## config.mk

```make
export PLATFORM = sky130hd
export DESIGN_NAME = fetch_stage_flat
export DESIGN_NICKNAME = d
export VERILOG_FILES = /design/src/rtl/fetch_stage_pkg.sv /design/src/rtl/fetch_stage_if.sv /design/src/rtl/fetch_stage.sv /design/src/flat_wrapper.sv
export SDC_FILE = /design/constraint.sdc
export NUM_CORES = 1
export LEC_CHECK = 0
export ABC_AREA = 1
export BUFFER_PORTS_ARGS = -buffer_cell sky130_fd_sc_hd__buf_2
export CORE_UTILIZATION = 50
export CTS_BUF_LIST = sky130_fd_sc_hd__clkbuf_16
export CTS_CLUSTER_DIAMETER = 40
export DETAILED_ROUTE_END_ITERATION = 7
export PLACE_DENSITY = 0.8
export SLEW_MARGIN = 20
export SYNTH_ARGS = -nofsm -noshare
export SYNTH_HDL_FRONTEND = slang
export SYNTH_SLANG_ARGS = --single-unit
```

## constraint.sdc

```tcl
create_clock -name clk_i -period 4.3 [get_ports clk_i]
set_input_delay 0.215 -clock clk_i [delete_from_list [all_inputs] [get_ports clk_i]]
set_output_delay 0.215 -clock clk_i [all_outputs]
set_load 0.01 [all_outputs]
```

## src/rtl/fetch_stage_pkg.sv

```systemverilog
// Shared types for the instruction-fetch stage and its neighbours.
package fetch_stage_pkg;

  localparam int unsigned XLEN = 32;

  typedef enum logic [1:0] {
    fetch_nope = 2'd0,
    fetch_keep = 2'd1,
    fetch_next = 2'd2
  } fetch_state_e;

  typedef struct packed {
    fetch_state_e state;
  } fetch_req_t;

  typedef struct packed {
    logic            take_branch;
    logic [XLEN-1:0] branch_value;
  } wb_to_fetch_req_t;

  typedef struct packed {
    logic            valid;
    logic [XLEN-1:0] raw_instruction;
  } fetch_to_decoder_info_t;

endpackage

```

## src/rtl/fetch_stage_if.sv

```systemverilog
// Instruction-memory read port: one request channel, one response channel.
interface fetch_stage_if;
  import fetch_stage_pkg::*;

  logic            req_valid_c;
  logic            req_ready;
  logic [XLEN-1:0] req_addr;
  logic            rsp_valid;
  logic [XLEN-1:0] rsp_data;

  modport master (
    output req_valid_c, req_addr,
    input  req_ready, rsp_valid, rsp_data
  );

  modport slave (
    input  req_valid_c, req_addr,
    output req_ready, rsp_valid, rsp_data
  );
endinterface

```

## src/rtl/fetch_stage.sv

```systemverilog
// Instruction-fetch stage: owns the PC, keeps a single imem read in flight,
// and presents the fetched word to decode with hold/replay/redirect control.
module fetch_stage
  import fetch_stage_pkg::*;
#(
  parameter logic [XLEN-1:0] RESET_PC = 32'h0000_0000
) (
  input  logic                   clk_i,
  input  logic                   rst_ni,
  input  fetch_req_t             fetch_req_i,
  input  wb_to_fetch_req_t       wb_to_fetch_req_i,
  fetch_stage_if.master          imem,
  output fetch_to_decoder_info_t fetch_to_decoder_o,
  output logic [XLEN-1:0]        pc_o
);

  typedef enum logic [1:0] {
    ST_REQ  = 2'd0,
    ST_WAIT = 2'd1,
    ST_HOLD = 2'd2
  } state_e;

  state_e                 state_q, state_d;
  logic [XLEN-1:0]        pc_q, pc_d;
  logic                   kill_q, kill_d;
  fetch_to_decoder_info_t out_q, out_d;
  logic [XLEN-1:0]        pc_out_q, pc_out_d;

  logic                   req_valid;
  logic                   handshake;
  logic                   redirect;
  logic [XLEN-1:0]        target;

  assign req_valid = (state_q == ST_REQ) && (fetch_req_i.state != fetch_nope);
  assign handshake = req_valid && imem.req_ready;
  assign redirect  = wb_to_fetch_req_i.take_branch;
  assign target    = wb_to_fetch_req_i.branch_value & ~XLEN'(3);

  // Request is suppressed while reset is held even though the FSM sits in REQ.
  assign imem.req_valid_c = req_valid && rst_ni;
  assign imem.req_addr    = pc_q;

  // Next-state logic; a redirect overrides the downstream request everywhere.
  always_comb begin
    state_d  = state_q;
    pc_d     = pc_q;
    kill_d   = kill_q;
    out_d    = out_q;
    pc_out_d = pc_out_q;

    if (redirect) begin
      pc_d = target;
    end

    unique case (state_q)
      ST_REQ: begin
        if (handshake) begin
          state_d = ST_WAIT;
          kill_d  = redirect;
        end
      end

      ST_WAIT: begin
        if (imem.rsp_valid) begin
          if (kill_q || redirect) begin
            kill_d  = 1'b0;
            state_d = ST_REQ;
          end else begin
            out_d.valid           = 1'b1;
            out_d.raw_instruction = imem.rsp_data;
            pc_out_d              = pc_q;
            state_d               = ST_HOLD;
          end
        end else if (redirect) begin
          kill_d = 1'b1;
        end
      end

      ST_HOLD: begin
        if (redirect) begin
          out_d.valid = 1'b0;
          state_d     = ST_REQ;
        end else begin
          unique case (fetch_req_i.state)
            fetch_next: begin
              pc_d        = pc_q + XLEN'(4);
              out_d.valid = 1'b0;
              state_d     = ST_REQ;
            end
            fetch_nope: begin
              out_d.valid = 1'b0;
              state_d     = ST_REQ;
            end
            default: ;
          endcase
        end
      end

      default: begin
        state_d = ST_REQ;
        kill_d  = 1'b0;
      end
    endcase
  end

  always_ff @(posedge clk_i or negedge rst_ni) begin
    if (!rst_ni) begin
      state_q  <= ST_REQ;
      pc_q     <= RESET_PC;
      kill_q   <= 1'b0;
      out_q    <= '0;
      pc_out_q <= RESET_PC;
    end else begin
      state_q  <= state_d;
      pc_q     <= pc_d;
      kill_q   <= kill_d;
      out_q    <= out_d;
      pc_out_q <= pc_out_d;
    end
  end

  assign fetch_to_decoder_o = out_q;
  assign pc_o               = pc_out_q;

endmodule

```

## src/flat_wrapper.sv

```systemverilog
// flat-port wrapper written by rule: the top's interface ports become plain ports
module fetch_stage_flat import fetch_stage_pkg::*;
#(
  parameter logic [XLEN-1:0] RESET_PC = 32'h0000_0000
)
  (clk_i, rst_ni, fetch_req_i, wb_to_fetch_req_i, fetch_to_decoder_o, pc_o, imem_req_valid_c, imem_req_addr, imem_req_ready, imem_rsp_valid, imem_rsp_data);
  fetch_stage_if imem_i ();
  input  logic clk_i;
  input  logic rst_ni;
  input  fetch_req_t fetch_req_i;
  input  wb_to_fetch_req_t wb_to_fetch_req_i;
  output fetch_to_decoder_info_t fetch_to_decoder_o;
  output logic [XLEN-1:0] pc_o;
  output wire logic [$bits(imem_i.req_valid_c)-1:0] imem_req_valid_c;
  output wire logic [$bits(imem_i.req_addr)-1:0] imem_req_addr;
  input wire logic [$bits(imem_i.req_ready)-1:0] imem_req_ready;
  input wire logic [$bits(imem_i.rsp_valid)-1:0] imem_rsp_valid;
  input wire logic [$bits(imem_i.rsp_data)-1:0] imem_rsp_data;
  assign imem_req_valid_c = imem_i.req_valid_c;
  assign imem_req_addr = imem_i.req_addr;
  assign imem_i.req_ready = imem_req_ready;
  assign imem_i.rsp_valid = imem_rsp_valid;
  assign imem_i.rsp_data = imem_rsp_data;
  fetch_stage #(.RESET_PC(RESET_PC)) u_core (.clk_i(clk_i), .rst_ni(rst_ni), .fetch_req_i(fetch_req_i), .wb_to_fetch_req_i(wb_to_fetch_req_i), .imem(imem_i), .fetch_to_decoder_o(fetch_to_decoder_o), .pc_o(pc_o));
endmodule
```

==> flow_metrics.py, run 1 <==
metrics = {
    "global_routing": {
        "grt_max_degree": 70,
        "overflow": 0,
        "grt_pass1_wl_mm": 20.84,
        "grt_usage_pct": 26.60,
        "antenna_found_initial": 0,
        "first_global_vias": 4415,
    },
    "place": {
        "place.gp.congestion": 0.9052,
        "hpwlAfterDp_mm": 9.622,
        "place_area_um2": 5767,
        "dp_cells": 911,
        "dp_slack_ns": 1.988,
        "io_buffers": 166,
    },
    "timing": {
        "grt_setup_unrepaired": "no",
        "final_max_slew_viol_count": 0,
        "period_needed_ns": 2.121,
        "fin_skew_ns": 0.007408,
        "finalWorstSetupSlack_ns": 2.179,
        "fin_crit_sh_pct": 49.32,
        "max_slew_margin_pct": 54.16,
        "setup_viol": 0,
        "tns_ns": 0,
        "finalHoldViolations": 0,
        "worstMarginPinSlew_ns": 0.6857,
        "fmax_mhz": 471.5,
    },
    "pwr": {
        "p_comb_share_pct": 31.0,
        "ir_drop_v": 0.0002467,
        "netSwitchingFraction_pct": 35.92,
        "seq_power_share_pct": 43.7,
        "power.density_nw_per_um2": 551.1,
        "clkPwrFrac_pct": 25.3,
        "p_int_mw": 2.149,
        "p_switching_mw": 1.205,
        "p_leak_nw": 3.346,
    },
    "worst_setup_path": {
        "arrival_ns": 2.35,
        "worst-path-buf-inv": 1,
        "cpPeakStageDelay_ns": 0.61,
        "worst_setup_path_end_kind": "register",
        "cpLargestDelayFamily": "simple AND/OR/NAND/NOR gates",
        "criticalPathCategory": "register to register",
        "critical_path_required_ns": 4.53,
        "crit_path_start_kind": "register",
        "worst_path_max_delay_cell": "buf_4",
        "cp_max_fo": 69,
        "crit_top_cell": "nand2_1",
        "cp_cell_sequence": "nand2_1 -> nor3_4 -> nand2_2 -> buf_4 -> nand3_1 -> nand2_1 -> o21ai_0",
    },
    "final_layout": {
        "layout-drive-gt1-share_pct": 23.90,
        "fin_area_um2": 6086,
        "area_growth_pct": 25.52,
        "final_nets": 866,
        "finalNonFillerCells": 928,
        "fillCellCount": 850,
        "antennaDiodeCount": 0,
    },
    "yosys": {
        "synth_commonest_cells": "nand2_1, dfrtp_1, inv_1, nand3_1, nor2_1",
        "yosys.area.top_type": "dfrtp_1",
        "synth_most_common_cell": "nand2_1",
        "ys_ff_latch": 100,
        "synthTopCellsByArea": "dfrtp_1, nand2_1, nand3_1",
        "synth.avg_cell_area_um2": 7.611,
        "synth_fp_nets": 709,
        "synth-main-ff-cell": "dfrtp_1",
        "yosysTopAreaCellShare_pct": 51.61,
        "syn_inst": 637,
        "yosys_warnings": 0,
        "async_flop_share_pct": 100.0,
        "syn_area_um2": 4848,
        "synth_edf_count": 0,
        "synth_cell_type_count": 22,
        "yosysSeqAreaShare_pct": 51.61,
    },
    "clock_tree": {
        "clockBufferDepth": 2,
        "cts-root-buf": "clkbuf_16",
        "cts.sink_count": 100,
        "clock_latency_ns": 0.35,
        "postCtsResizedCells": 0,
        "cts.clk_slew.worst_paths_ns": 0.07,
        "htree_levels": 3,
        "numCtsBuffers": 9,
        "cts_tree": "built",
    },
    "floorplanning": {
        "die_area_um2": 10090,
        "io_pins": 169,
        "start_util_pct": 51.98,
        "dieWidth_um": 100.5,
        "core-area_um2": 9328,
        "rows": 35,
        "die_h_um": 100.5,
    },
    "detailed_routing": {
        "dr.pass1.iters": 5,
        "drt_iter0_markers": 239,
        "avgViaCountPerCell": 5.111,
        "ant_nets": 0,
        "routedWlPerCell_um": 14.18,
        "finalWirelength_mm": 13.16,
        "vias": 4743,
        "drc": 0,
    },
    "run": {
        "maxCapViolCount": 0,
    },
    "outcome": {
        "status": "complete, no violations",
    },
    "min_path": {
        "hp-class": "input port to register",
    },
}
cell families (layout without fill, tap and decap cells):
family                   Yosys count  after routing  share of synthesized area (%)
adder cells (fa/ha/maj)            1              1                         0.2580
AO/OA/AOI/OAI                     92             92                          10.76
XOR/XNOR                           6              6                          1.084
AND/OR/NAND/NOR                  337            337                          28.28
buffers and inverters            101            263                          8.000
flip-flops                       100            100                          51.61
cell usage in the layout (no fill, tap or decap):
cell           instances
dlygate4sd3_1          1
nand3_1               62
clkinv_4               2
nor2_1                59
o21bai_1               9
nor3_1                 1
nor3_4                 1
a21oi_1               11
o31ai_1                1
clkbuf_16              9
bufinv_16              1
nand2_2                2
nand4_1                3
inv_8                  2
o21ai_0               22
nand2_1              208
inv_2                  2
inv_6                  1
o22ai_1               27
ha_1                   1
buf_4                  4
xor2_1                 6
dfrtp_1              100
o21ai_1               20
inv_1                 75
nor2_2                 1
buf_2                165
clkinv_2               1
a31oi_1                2
cell type report:
cell class	instances	area, µm²	area share, %
Clock buffer	9	225.2	3.701
Clock inverter	7	83.83	1.377
Inverter	77	289.0	4.749
Multi-Input combinational cell	436	1958	32.18
Sequential cell	100	2502	41.12
Tap cell	129	161.4	2.652
Timing Repair Buffer	170	865.8	14.23
worst min-delay path, cell delays in order:
cell     delay, ns
buf_2         0.07
a21oi_1       0.05
nand2_1       0.06
power by group through the flow:
stage,Clock (mW),Combinational [mW],Sequential [mW]
after CTS,0.855,1.05,1.46
after detailed placement,0,1.05,1.48
after global routing,0.887,1.17,1.50
after floorplan,0,0.407,1.62
after global placement,0,1.02,1.46
final,0.848,1.04,1.47
through the flow:
| step | hold slack [ns] | util (%) | total power, mW |
|---|---|---|---|
| floorplan | -0.08059 | - | 2.027 |
| global placement | 0.2809 | 61.82 | 2.474 |
| detailed placement | 0.2938 | 61.82 | 2.524 |
| CTS | 0.08722 | 65.24 | 3.371 |
| global route | 0.1015 | 65.24 | 3.559 |
| finish | 0.08545 | 65.24 | 3.354 |
metal layers:
metal | routed length, µm | part of all wire, % | track usage, %
met2 | 6387 | 49 | 45.15
met4 | 333 | 2.5 | 10.81
met1 | 5623 | 43 | 34.14
met3 | 816 | 6.2 | 4.161
met5 | 0 | 0 | 0
repair_timing:
item	CTS	global route
hold buffers	1	0
setup buffers	0	0
hold endpoints to repair	50	0
worst paths after layout:
kind                       slack (ns)                                        end                                 startpoint  cells past startpoint
max                              2.18                  u_core.kill_q$_DFFE_PN0P_              u_core.state_q[0]$_DFFE_PN0P_                      7
min                              0.09         u_core.imem.req_addr[31]$_DFF_PN0_                      wb_to_fetch_req_i[31]                      3
max reg2reg                      2.18                  u_core.kill_q$_DFFE_PN0P_              u_core.state_q[0]$_DFFE_PN0P_                      7
min reg2reg                      0.47  u_core.fetch_to_decoder_o[10]$_DFFE_PN0P_  u_core.fetch_to_decoder_o[10]$_DFFE_PN0P_                      2
max in group asynchronous        2.78         u_core.imem.req_addr[24]$_DFF_PN0_                                     rst_ni                      3
min in group asynchronous        0.45        u_core.imem.req_addr[1]$_DFFE_PN0P_                                     rst_ni                      2
sequential cells by signal, indices dropped and copies added (netlist names):
signal and cells:
u_core.kill_q 1, u_core.fetch_to_decoder_o 33, u_core.imem.req_addr 32, u_core.state_q 2, u_core.pc_o 32
Note: power is estimated with default switching activity, not from simulation.
==> run 2, diff against run 1 <==
Clock period 4.3 ns to 2.19 ns, I/O delays scaled along.
==> run 2 against run 1 <==
Core utilization is 2.2 points higher. Via count is 4.7% higher. Critical path depth is 3 higher. Flip-flop and latch count stayed put. Register-to-register slack worse by 2.0 ns. Combinational power is 100% higher. Largest cell class unchanged. Setup slack worse by 2.0 ns. Cell area is 3.4% higher. Wire length is 7.2% higher.
==> flow_metrics.py, run 2 (same netlist as run 1, synthesis figures left out) <==
metrics = {
    "place": {
        "io_buffers": 166,
        "place.gp.congestion": 0.8934,
        "hpwlAfterDp_mm": 10.17,
    },
    "worst_setup_path": {
        "cp_max_fo": 7,
        "crit_path_start_kind": "register",
        "arrival_ns": 2.25,
        "criticalPathCategory": "register to register",
        "critical_path_required_ns": 2.43,
        "worst_setup_path_end_kind": "register",
    },
    "global_routing": {
        "grt_usage_pct": 28.17,
        "first_global_vias": 4570,
        "overflow": 0,
        "grt_pass1_wl_mm": 22.19,
        "grt_max_degree": 71,
        "antenna_found_initial": 0,
    },
    "clock_tree": {
        "cts.clk_slew.worst_paths_ns": 0.08,
        "clock_latency_ns": 0.35,
        "numCtsBuffers": 9,
        "cts_hold_buf": 16,
        "postCtsResizedCells": 0,
        "clockBufferDepth": 2,
        "cts_setup_buffers": 0,
        "cts.sink_count": 100,
        "cts_tree": "built",
        "htree_levels": 3,
        "cts-root-buf": "clkbuf_16",
    },
    "pwr": {
        "power.total_mw": 6.535,
        "power.density_nw_per_um2": 1039,
        "p_leak_nw": 3.439,
        "ir_drop_v": 0.0004436,
    },
    "detailed_routing": {
        "finalWirelength_mm": 14.10,
        "ant_nets": 0,
        "avgViaCountPerCell": 5.224,
        "dr.pass1.iters": 5,
        "routedWlPerCell_um": 14.83,
        "vias": 4968,
        "drc": 0,
        "drt_iter0_markers": 342,
    },
    "timing": {
        "tns_ns": 0,
        "fin_skew_ns": 0.01210,
        "worstMarginPinSlew_ns": 0.5750,
        "fin_crit_sh_pct": 91.45,
        "max_slew_margin_pct": 61.67,
        "fmax_mhz": 499.3,
        "grt_setup_unrepaired": "no",
        "period_needed_ns": 2.003,
        "final_max_slew_viol_count": 0,
        "finalHoldViolations": 0,
        "setup_viol": 0,
    },
    "final_layout": {
        "final_nets": 889,
        "largest_reg_flops": 33,
        "area_growth_pct": 29.73,
        "antennaDiodeCount": 0,
        "layout-drive-gt1-share_pct": 24.21,
        "layout_commonest_cell": "nand2_1",
        "final_cell_mix": "nand2_1, buf_2, dfrtp_1",
    },
    "outcome": {
        "status": "complete, no violations",
    },
    "floorplanning": {
        "rows": 35,
        "die_area_um2": 10090,
        "io_pins": 169,
        "die_h_um": 100.5,
        "core-area_um2": 9328,
        "dieWidth_um": 100.5,
        "start_util_pct": 51.98,
    },
    "min_path": {
        "hp-class": "input port to register",
    },
    "run": {
        "maxCapViolCount": 0,
    },
}
==> run 2: worst paths after layout <==
check,slack (ns),from,cells after the start,end
worst max-delay path,0.19,u_core.imem.req_addr[2]$_DFF_PN0_,10,u_core.imem.req_addr[30]$_DFF_PN0_
worst min-delay path,0.006,imem_rsp_data[11],3,u_core.fetch_to_decoder_o[11]$_DFFE_PN0P_
worst max register to register,0.19,u_core.imem.req_addr[2]$_DFF_PN0_,10,u_core.imem.req_addr[30]$_DFF_PN0_
worst min register to register,0.47,u_core.fetch_to_decoder_o[30]$_DFFE_PN0P_,2,u_core.fetch_to_decoder_o[30]$_DFFE_PN0P_
max in group asynchronous,1.20,rst_ni,3,u_core.imem.req_addr[25]$_DFF_PN0_
min in group asynchronous,0.25,rst_ni,2,u_core.pc_o[8]$_DFFE_PN0P_
==> run 2: critical path, cell delays in order, from the launching register on <==
cell	delay [ns]
dfrtp_1	0.47
ha_1	0.27
nand2_1	0.13
nor2_1	0.36
inv_1	0.14
nor2_1	0.24
nand2_1	0.08
nand2_1	0.06
nand3_1	0.06
nand2_1	0.07
inv_1	0.03
==> run 2: per-layer routing <==
metal | track usage, % | share of wire [%]
met2 | 47.52 | 50
met3 | 4.022 | 6.3
met1 | 37.61 | 42
met5 | 0 | 0
met4 | 9.253 | 1.6
==> run 2: layout make-up <==
type                            instances  area (µm²)
Fill cell                             799        3038
Sequential cell                       100        2502
Multi-Input combinational cell        436        1958
Timing Repair Buffer                  193        1089
Inverter                               77       289.0
Clock buffer                            9       225.2
Tap cell                              129       161.4
Clock inverter                          7       65.06
==> run 2: through the flow <==
step | utilization (%) | hold slack [ns] | std cells | area [µm²] | setup slack (ns)
floorplan | - | -0.1861 | 637 | 4848 | 0.6017
global placement | 62.60 | 0.07201 | 919 | 5839 | 0.3025
detailed placement | 62.60 | 0.07907 | 919 | 5839 | 0.2477
CTS | 67.43 | 0.0005283 | 951 | 6290 | 0.2267
global route | 67.43 | 0.009460 | 951 | 6290 | 0.04750
finish | 67.43 | 0.006133 | 951 | 6290 | 0.1873
==> run 2: where the power goes <==
part | internal (mW) | switching (mW)
combinational | 0.859 | 1.24
sequential | 2.48 | 0.393
clock | 0.802 | 0.758
total | 4.14 | 2.39
==> run 3, diff against run 2 <==
Settings changed: ABC_AREA 1 to unset, CORE_MARGIN set to 5, CORE_UTILIZATION 50 to 49.
==> run 3 against run 2 <==
The run now ends with negative hold slack left. Via count down 26%. Core utilization is 0.43 points higher. Synthesized cell count down 42%. Worst hold slack worse by 0.0070 ns. Critical path depth shrank 5. Cell area decreased by 5.5%.
==> flow_metrics.py, run 3 <==
metrics = {
    "yosys": {
        "yosys_warnings": 0,
        "yosys.area.top_type": "dfrtp_1",
        "synthTopCellsByArea": "dfrtp_1, mux2_2, or4_1",
        "yosysSeqAreaShare_pct": 56.51,
        "synth_cell_type_count": 43,
        "synth_commonest_cells": "dfrtp_1, mux2_2, nand2_1, nor2_1, o21ai_0",
        "syn_inst": 368,
        "ys_ff_latch": 100,
        "async_flop_share_pct": 100.0,
        "synth-main-ff-cell": "dfrtp_1",
        "synth_edf_count": 0,
        "synth_fp_nets": 440,
        "synth.avg_cell_area_um2": 12.03,
        "yosysTopAreaCellShare_pct": 56.51,
        "syn_area_um2": 4428,
        "synth_most_common_cell": "dfrtp_1",
    },
    "detailed_routing": {
        "vias": 3701,
        "avgViaCountPerCell": 5.483,
        "drt_iter0_markers": 118,
        "dr.pass1.iters": 4,
        "routedWlPerCell_um": 16.97,
        "drc": 0,
        "finalWirelength_mm": 11.45,
        "ant_nets": 0,
    },
    "pwr": {
        "p_leak_nw": 2.717,
        "power.density_nw_per_um2": 1078,
        "ir_drop_v": 0.0005033,
    },
    "min_path": {
        "hp-class": "input port to register",
    },
    "floorplanning": {
        "core-area_um2": 8763,
        "start_util_pct": 50.53,
        "dieWidth_um": 105.1,
        "io_pins": 169,
        "die_h_um": 105.1,
        "die_area_um2": 11040,
        "rows": 34,
    },
    "place": {
        "io_buffers": 166,
        "dp_slack_ns": 0.1441,
        "place.gp.congestion": 0.8274,
        "hpwlAfterDp_mm": 8.416,
    },
    "final_layout": {
        "final_cell_mix": "buf_2, dfrtp_1, mux2_2",
        "largest_reg_flops": 33,
        "layout_commonest_cell": "buf_2",
        "layout-drive-gt1-share_pct": 48.41,
        "final_nets": 633,
        "area_growth_pct": 34.30,
    },
    "worst_setup_path": {
        "criticalPathCategory": "register to register",
        "worst-path-buf-inv": 1,
        "worst_setup_path_end_kind": "register",
        "cpLargestDelayFamily": "simple AND/OR/NAND/NOR gates",
        "worst_path_max_delay_cell": "or4_1",
        "cp_cell_sequence": "nand4_1 -> or4_1 -> buf_4 -> or4_1 -> a31oi_1",
        "crit_path_start_kind": "register",
        "r2r-end": "u_core.imem.req_addr[28]$_DFF_PN0_",
        "cpPeakStageDelay_ns": 0.52,
        "critical_path_required_ns": 2.45,
        "cp_max_fo": 18,
        "r2r-start": "u_core.imem.req_addr[16]$_DFF_PN0_",
        "crit_end": "u_core.imem.req_addr[28]$_DFF_PN0_",
        "arrival_ns": 2.32,
        "r2r_slack_ns": 0.13,
        "cp_num_cells": 5,
        "critPathLaunch": "u_core.imem.req_addr[16]$_DFF_PN0_",
        "crit_top_cell": "or4_1",
        "ff2ff_path_depth": 5,
    },
    "global_routing": {
        "overflow": 0,
        "grt_max_degree": 79,
        "first_global_vias": 3748,
        "grt_usage_pct": 20.66,
        "grt_pass1_wl_mm": 18.94,
        "antenna_found_initial": 1,
    },
    "run": {
        "maxCapViolCount": 0,
    },
    "timing": {
        "period_needed_ns": 2.061,
        "hold_ws_ns": -0.0008782,
        "fmax_mhz": 485.2,
        "finalHoldViolations": 1,
        "worstMarginPinSlew_ns": 0.4010,
        "tns_ns": 0,
        "setup_viol": 0,
        "max_slew_margin_pct": 73.27,
        "fin_crit_sh_pct": 94.11,
        "grt_setup_unrepaired": "no",
        "final_max_slew_viol_count": 0,
        "fin_skew_ns": 0.009047,
        "finalWorstSetupSlack_ns": 0.1290,
    },
    "clock_tree": {
        "clock_latency_ns": 0.34,
        "numCtsBuffers": 9,
        "cts-root-buf": "clkbuf_16",
        "clockBufferDepth": 2,
        "cts_tree": "built",
        "htree_levels": 3,
        "cts.clk_slew.worst_paths_ns": 0.07,
        "cts.sink_count": 100,
    },
    "outcome": {
        "status": "complete, but fails checks",
        "failed_checks": "negative hold slack",
    },
}
## run 3: changes by cell type in the layout (fill, tap and decap cells not counted), moves of 27 or more
cell     delta
nand2_1   -180
inv_1      -74
mux2_2     +64
nand3_1    -53
nor2_1     -38
o22ai_1    -27
## run 3: area by class of cell
type	count	area [µm²]
fill	687	2816
sequential	100	2502
multi-input combinational	247	1833
timing repair buffer	201	1166
clock buffer	9	225.2
tap	108	135.1
clock inverter	7	75.07
inverter	2	7.507
antenna	1	2.502
## run 3: metal layers
layer | track usage, % | vias up | wire length [µm]
met5 | 0 | - | 0
met4 | 7.215 | 0 | 256
met3 | 3.268 | 18 | 635
met2 | 34.53 | 118 | 5848
met1 | 27.36 | 1813 | 4712
li1 | - | 1752 | -
## run 3: power breakdown
| group | switching [mW] | internal, mW |
|---|---|---|
| sequential | 0.337 | 2.49 |
| clock | 0.701 | 0.890 |
| combinational | 0.952 | 1.04 |
| total | 1.99 | 4.42 |
## run 3: worst min path at each step
stage                    startpoint                                        end  slack [ns]  cells after the start
6_report       wb_to_fetch_req_i[3]          u_core.imem.req_addr[3]$_DFF_PN0_     -0.0009                      3
4_1_cts           imem_rsp_data[30]  u_core.fetch_to_decoder_o[30]$_DFFE_PN0P_      0.0001                      2
2_1_floorplan                rst_ni   u_core.fetch_to_decoder_o[0]$_DFFE_PN0P_       -0.19                      0
5_1_grt           imem_rsp_data[31]  u_core.fetch_to_decoder_o[31]$_DFFE_PN0P_      0.0005                      2
3_5_place_dp                 rst_ni                 u_core.pc_o[8]$_DFFE_PN0P_        0.03                      1
3_3_place_gp                 rst_ni                 u_core.pc_o[9]$_DFFE_PN0P_        0.03                      1
## run 3: timing repair
action                                  in CTS  in global routing
endpoints found under the setup margin       0                  1
hold buffers                                12                  1
setup buffers                                0                  1
gates resized for setup                      0                  0
endpoints found under the hold margin       33                  1
## run 3: worst min-delay path: stages
cell and delay [ns]:
buf_2 0.07, nand2_1 0.04, o21ai_0 0.07
## run 3: metrics by stage
step                      power, mW  instance area, µm²  util (%)  hold WS (ns)  std cells
after floorplan               3.874                4428         -       -0.1861        368
after global routing          6.786                5947     67.86     0.0005282        675
after detailed placement      4.878                5507     62.84       0.03253        644
after global placement        4.780                5507     62.84       0.02504        644
final                         6.411                5947     67.86    -0.0008782        675
after CTS                     6.495                5927     67.63     0.0001001        672
## run 3: cells by family (layout without fill, tap and decap cells)
| family | count (synthesis) | after routing | share of synthesized area [%] |
|---|---|---|---|
| AND/OR/NAND/NOR | 117 | 117 | 14.89 |
| flip-flops | 100 | 100 | 56.51 |
| other | 0 | 1 | 0 |
| XOR/XNOR | 9 | 9 | 1.780 |
| buffers and inverters | 21 | 219 | 2.119 |
| adder cells (fa/ha/maj) | 1 | 1 | 0.2825 |
| AO/OA/AOI/OAI | 54 | 54 | 7.686 |
| multiplexers | 66 | 66 | 16.73 |
